===== src/rtl/seg_disp_sched.sv =====
// seg_disp_sched: round-robin owner of a 3-digit 7-segment field for two requesters.
// The owner's binary value is converted by sequential double-dabble and shown with leading-zero blanking.
module seg_disp_sched #(
  parameter int HOLD_CYC = 1000
) (
  input  logic       clk,
  input  logic       reset,
  input  logic [1:0] req,
  input  logic [9:0] val0,
  input  logic [9:0] val1,
  output logic [1:0] gnt,
  output logic [7:0] seg_100,
  output logic [7:0] seg_10,
  output logic [7:0] seg_1,
  output logic       busy,
  output logic       ovf
);

  localparam logic [1:0] IDLE = 2'd0;
  localparam logic [1:0] CONV = 2'd1;
  localparam logic [1:0] SHOW = 2'd2;

  localparam int              HW        = (HOLD_CYC < 1) ? 1 : $clog2(HOLD_CYC + 1);
  localparam logic [HW-1:0]   HOLD_MAX  = HW'(HOLD_CYC);
  localparam logic [7:0]      SEG_DASH  = 8'h40;
  localparam logic [3:0]      LAST_BIT  = 4'd9;
  localparam logic [9:0]      MAX_SHOWN = 10'd999;

  logic [1:0]    state_reg, state_next;
  logic [1:0]    gnt_reg, gnt_next;
  logic          last_reg, last_next;
  logic [9:0]    val_reg, val_next;
  logic [HW-1:0] hold_reg, hold_next;
  logic [11:0]   bcd_reg, bcd_next;
  logic [9:0]    bin_reg, bin_next;
  logic [3:0]    bit_reg, bit_next;
  logic [7:0]    s100_reg, s100_next;
  logic [7:0]    s10_reg, s10_next;
  logic [7:0]    s1_reg, s1_next;
  logic          ovf_reg, ovf_next;

  logic          owner;
  logic          other;
  logic [9:0]    owner_val;
  logic          owner_req;
  logic          other_req;
  logic          hold_done;
  logic [HW-1:0] hold_inc;
  logic          pick;
  logic          do_grant;
  logic          grant_idx;

  logic [11:0]   bcd_adj;
  logic [11:0]   bcd_step;
  logic [9:0]    bin_step;
  logic          bcd_carry;
  logic [3:0]    dig_100, dig_10, dig_1;
  logic [7:0]    conv_100, conv_10, conv_1;

  function automatic logic [7:0] seg_enc(input logic [3:0] d);
    case (d)
      4'd0:    seg_enc = 8'h3F;
      4'd1:    seg_enc = 8'h06;
      4'd2:    seg_enc = 8'h5B;
      4'd3:    seg_enc = 8'h4F;
      4'd4:    seg_enc = 8'h66;
      4'd5:    seg_enc = 8'h6D;
      4'd6:    seg_enc = 8'h7D;
      4'd7:    seg_enc = 8'h07;
      4'd8:    seg_enc = 8'h7F;
      4'd9:    seg_enc = 8'h6F;
      default: seg_enc = 8'h00;
    endcase
  endfunction

  // gnt is one-hot, so its upper bit is the owner index
  assign owner     = gnt_reg[1];
  assign other     = ~gnt_reg[1];
  assign owner_val = owner ? val1 : val0;
  assign owner_req = req[owner];
  assign other_req = req[other];
  assign hold_done = (hold_reg == HOLD_MAX);
  assign hold_inc  = hold_done ? hold_reg : hold_reg + HW'(1);
  assign pick      = (req == 2'b11) ? ~last_reg : req[1];

  // One double-dabble step: add 3 to any nibble >= 5, then shift in the next binary bit
  generate
    for (genvar gi = 0; gi < 3; gi++) begin : g_adj
      assign bcd_adj[gi*4 +: 4] = (bcd_reg[gi*4 +: 4] >= 4'd5) ?
                                  bcd_reg[gi*4 +: 4] + 4'd3 : bcd_reg[gi*4 +: 4];
    end
  endgenerate

  assign {bcd_carry, bcd_step} = {bcd_adj, bin_reg[9]};
  assign bin_step = {bin_reg[8:0], 1'b0};

  assign dig_100  = bcd_step[11:8];
  assign dig_10   = bcd_step[7:4];
  assign dig_1    = bcd_step[3:0];
  assign conv_100 = (dig_100 == 4'd0) ? 8'h00 : seg_enc(dig_100);
  assign conv_10  = (dig_100 == 4'd0 && dig_10 == 4'd0) ? 8'h00 : seg_enc(dig_10);
  assign conv_1   = seg_enc(dig_1);

  always_comb begin
    state_next = state_reg;
    gnt_next   = gnt_reg;
    last_next  = last_reg;
    val_next   = val_reg;
    hold_next  = hold_reg;
    bcd_next   = bcd_reg;
    bin_next   = bin_reg;
    bit_next   = bit_reg;
    s100_next  = s100_reg;
    s10_next   = s10_reg;
    s1_next    = s1_reg;
    ovf_next   = ovf_reg;
    do_grant   = 1'b0;
    grant_idx  = pick;

    case (state_reg)
      IDLE: begin
        if (req != 2'b00) begin
          do_grant  = 1'b1;
          grant_idx = pick;
        end
      end

      CONV: begin
        hold_next = hold_inc;
        if (val_reg > MAX_SHOWN) begin
          s100_next  = SEG_DASH;
          s10_next   = SEG_DASH;
          s1_next    = SEG_DASH;
          ovf_next   = 1'b1;
          state_next = SHOW;
        end else begin
          bcd_next = bcd_step;
          bin_next = bin_step;
          bit_next = bit_reg + 4'd1;
          // All three digits land together on the final step
          if (bit_reg == LAST_BIT) begin
            s100_next  = conv_100;
            s10_next   = conv_10;
            s1_next    = conv_1;
            ovf_next   = bcd_carry;
            state_next = SHOW;
          end
        end
      end

      SHOW: begin
        if (hold_done && other_req) begin
          do_grant  = 1'b1;
          grant_idx = other;
        end else if (owner_req && (owner_val != val_reg)) begin
          // Owner changed its value: reconvert, old digits stay up meanwhile
          val_next   = owner_val;
          bcd_next   = 12'd0;
          bin_next   = owner_val;
          bit_next   = 4'd0;
          hold_next  = hold_inc;
          state_next = CONV;
        end else if (hold_done && !owner_req) begin
          gnt_next   = 2'b00;
          s100_next  = 8'h00;
          s10_next   = 8'h00;
          s1_next    = 8'h00;
          ovf_next   = 1'b0;
          state_next = IDLE;
        end else begin
          hold_next = hold_inc;
        end
      end

      default: begin
        gnt_next   = 2'b00;
        s100_next  = 8'h00;
        s10_next   = 8'h00;
        s1_next    = 8'h00;
        ovf_next   = 1'b0;
        state_next = IDLE;
      end
    endcase

    if (do_grant) begin
      gnt_next   = grant_idx ? 2'b10 : 2'b01;
      last_next  = grant_idx;
      val_next   = grant_idx ? val1 : val0;
      bin_next   = grant_idx ? val1 : val0;
      bcd_next   = 12'd0;
      bit_next   = 4'd0;
      hold_next  = '0;
      ovf_next   = 1'b0;
      state_next = CONV;
    end
  end

  always_ff @(posedge clk or negedge reset) begin
    if (!reset) begin
      state_reg <= IDLE;
      gnt_reg   <= 2'b00;
      last_reg  <= 1'b1;
      val_reg   <= 10'd0;
      hold_reg  <= '0;
      bcd_reg   <= 12'd0;
      bin_reg   <= 10'd0;
      bit_reg   <= 4'd0;
      s100_reg  <= 8'h00;
      s10_reg   <= 8'h00;
      s1_reg    <= 8'h00;
      ovf_reg   <= 1'b0;
    end else begin
      state_reg <= state_next;
      gnt_reg   <= gnt_next;
      last_reg  <= last_next;
      val_reg   <= val_next;
      hold_reg  <= hold_next;
      bcd_reg   <= bcd_next;
      bin_reg   <= bin_next;
      bit_reg   <= bit_next;
      s100_reg  <= s100_next;
      s10_reg   <= s10_next;
      s1_reg    <= s1_next;
      ovf_reg   <= ovf_next;
    end
  end

  assign gnt     = gnt_reg;
  assign seg_100 = s100_reg;
  assign seg_10  = s10_reg;
  assign seg_1   = s1_reg;
  assign ovf     = ovf_reg;
  assign busy    = (state_reg != IDLE);

endmodule

===== config.mk =====
export PLATFORM = sky130hd
export DESIGN_NAME = seg_disp_sched
export DESIGN_NICKNAME = d
export VERILOG_FILES = /design/src/rtl/seg_disp_sched.sv
export SDC_FILE = /design/constraint.sdc
export NUM_CORES = 1
export LEC_CHECK = 0
export CORE_UTILIZATION = 40
export DETAILED_ROUTE_END_ITERATION = 6
export GPL_ROUTABILITY_DRIVEN = 0
export SKIP_CTS_REPAIR_TIMING = 1
export SYNTH_ARGS = -nofsm -noshare
export SYNTH_HDL_FRONTEND = slang
export SYNTH_SLANG_ARGS = --single-unit
export TNS_END_PERCENT = 20

===== constraint.sdc =====
create_clock -name clk -period 3.67 [get_ports clk]
set_input_delay 0.734 -clock clk [delete_from_list [all_inputs] [get_ports clk]]
set_output_delay 0.734 -clock clk [all_outputs]
set_load 0.02 [all_outputs]

==> results.py <==
metrics = {
    "run_status": {
        "status": "finished, final reports clean",
    },
    "clock_network": {
        "clk_latency_ns": 0.33,
        "clk_path_buf_depth": 2,
        "cts_tree": "built",
        "root_buffer": "clkbuf_16",
        "h-tree-depth": 3,
        "clock_sinks": 73,
        "path_clk_slew_ns": 0.06,
        "cts_inserted_buffers": 9,
    },
    "global_routing": {
        "busiest_layer": "met2",
        "antenna_found_initial": 0,
        "overflow": 0,
        "grt_use_total_pct": 20.1,
        "grt_max_degree": 74,
        "met2_usage_pct": 34.5,
        "grt_use_met1_pct": 26.3,
        "grt_pass1_vias": 4223,
        "grt_pass1_wl_mm": 20.9,
        "grtUsageMet3_pct": 2.37,
    },
    "critical_path": {
        "slowest_stage": "dfrtp_1",
        "crit_type": "reg -> reg",
        "slowest_delay_ns": 0.89,
        "start_kind": "flop",
        "crit_top_cell": "mux2_2",
        "required_ns": 3.94,
        "crit_chain": "mux2_2, or4b_4, mux2i_1, a22o_1, a21o_1, mux2_2",
        "cp_data_arrival_time_ns": 3.50,
        "endpoint_kind": "flop",
        "cp_max_fo": 15,
    },
    "yosys": {
        "yosys_warnings": 0,
        "synth-edff-count": 0,
        "synth-xor-area-share_pct": 2.58,
        "synth_top_cell_by_area": "dfrtp_1",
        "synth-seq-area-share_pct": 35.9,
        "synth_area_leaders": "dfrtp_1 35%, ha_1 6.6%, mux2_2 6.0%",
        "synth_seq_cells": 73,
        "async_flop_share_pct": 100,
        "synthMuxAreaShare_pct": 13.2,
        "synthCells": 562,
        "synthAdderAreaFrac_pct": 6.64,
        "yosys.area_share.simple_pct": 16.3,
        "synth_top_family_by_area": "compound AO/OA/AOI/OAI gates",
        "yosysMostFrequentCell": "dfrtp_1",
        "syn_area_sq_um": 5090,
        "synth_compound_area_share_pct": 20.6,
        "avgSynthCellArea_sq_um": 9.05,
        "synth_top_cell_area_share_pct": 35.4,
        "synth_cell_type_count": 66,
        "synthTopCellsByCount": "72 x dfrtp_1, 59 x o21ai_0, 53 x nand2_1, 43 x nor2_1",
        "synth-main-ff-cell": "dfrtp_1",
    },
    "routing": {
        "drc": 0,
        "vias": 4270,
        "dr.pass1.iters": 4,
        "ant_nets": 0,
        "drt-total-wl_mm": 12.4,
        "drtIter0Drc": 193,
        "avgRoutedWirePerCell_um": 15.8,
        "route.detailed.vias_per_inst": 5.46,
    },
    "final_layout": {
        "fill_cells": 1221,
        "layout.nets": 660,
        "diodes": 0,
        "largest_reg_flops": 12,
        "area_growth_pct": 19.3,
        "drive_gt1_share_pct": 11.1,
        "layout.cells.non_filler": 782,
        "final_area_sq_um": 6070,
    },
    "sta": {
        "relSlewSlack_pct": 21.8,
        "period_minus_slack_ns": 3.23,
        "setup_viol": 0,
        "worst_slew_pin_slew_ns": 1.14,
        "rsz0062_at_grt": "no",
        "max_freq_ghz": 0.310,
        "report.final.slew_viol_count": 0,
        "fin_setup_tns_ns": 0,
        "final_hold_viol_count": 0,
        "period_share_pct": 87.9,
        "skew_ns": 0.00665,
    },
    "place": {
        "dp_hpwl_mm": 9.12,
        "placedCellCount": 766,
        "port_buffers": 48,
        "postPlaceCellArea_sq_um": 5740,
    },
    "pwr": {
        "p_per_area_nw_per_um2": 865,
        "leakage_nw": 2.66,
        "ir_worst_vdd_uv": 381,
        "total_power_mw": 5.25,
    },
    "flow_run": {
        "cap_viol_max_count": 0,
    },
    "worst_hold_path": {
        "hp-class": "reg -> reg",
    },
    "floorplan": {
        "placementRows": 40,
        "die_y_um": 115,
        "start_util_pct": 41.6,
        "fp.dieW_um": 115,
        "core_area_sq_um": 12200,
        "die-area_sq_um": 13200,
        "pin_count": 52,
    },
}
-- stage by stage --
stage / setup slack, ns / util (%) / hold slack (ns)
2_1_floorplan: 1.01 / - / 0.438
3_3_place_gp: 0.255 / 47.0 / 0.465
3_5_place_dp: 0.142 / 47.0 / 0.465
4_1_cts: 0.459 / 49.7 / 0.478
5_1_grt: 0.267 / 49.7 / 0.496
6_report: 0.445 / 49.7 / 0.476
-- cell type report --
type	count	area, sq um	area share (%)
well taps	168	210	3.46
clock buffers	14	264	4.35
clock inverters	2	60.1	0.990
inverters	25	93.8	1.55
multi-input cells	438	3030	49.9
repair buffers	62	583	9.61
flip-flops and latches	73	1830	30.1
-- cells by family after synthesis --
logic type,Yosys count
other,1
AOI/OAI and AO/OA,165
and+or+nand+nor,167
buffers and inverters,53
DFF,73
xor gates and xnor gates,15
muxes,61
adders and majority gates,27
-- cell usage in the layout, fill, tap and decap left out, types with 4 or more instances in the layout --
cell type and count:
a211oi_1 4, a21o_1 6, a21oi_1 23, a22o_1 4
a22oi_1 8, a31oi_1 5, and3_1 9, buf_4 15
clkbuf_16 9, clkdlybuf4s50_1 47, dfrtp_1 72, ha_1 27
inv_1 24, mux2_1 9, mux2_2 27, mux2i_1 23
nand2_1 53, nand2b_1 7, nand3_1 8, nand3b_1 9
nor2_1 43, nor3_1 17, o21a_1 5, o21ai_0 59
o21ai_1 15, o22a_1 4, o31ai_1 11, xnor2_1 15
-- power by group --
group / internal (mW) / switching, mW / leakage, nW / total, mW
Combinational: 1.29 / 1.65 / 1.55 / 2.94
Sequential: 1.09 / 0.250 / 0.956 / 1.34
Clock: 0.634 / 0.329 / 0.157 / 0.963
-- per-layer routing --
metal / share of wire, % / vias to the layer above
met5: 0 / -
met4: 1.4 / 0
met3: 3.6 / 13
met2: 48 / 94
met1: 47 / 2048
li1: - / 2115
-- critical path, delay by kind of cell (launching register included) --
kind,cells,cell delay (ns)
AOI/OAI and AO/OA,2,0.36
DFF,1,0.89
muxes,3,1.36
and+or+nand+nor,1,0.54
-- path summary, 6_finish.rpt --
kind	from	endpoint	slack (ns)	depth (start not counted)
worst max-delay path	gnt[1]	bin_reg[0]	0.44	6
worst min-delay path	seg_10[4]	seg_10[4]	0.48	2
worst max register to register	gnt[1]	bin_reg[0]	0.44	6
worst min register to register	seg_10[4]	seg_10[4]	0.48	2
max in group asynchronous	reset	bit_reg[2]	2.51	1
min in group asynchronous	reset	seg_1[3]	0.54	1
Power figures use the tool's default switching activity.
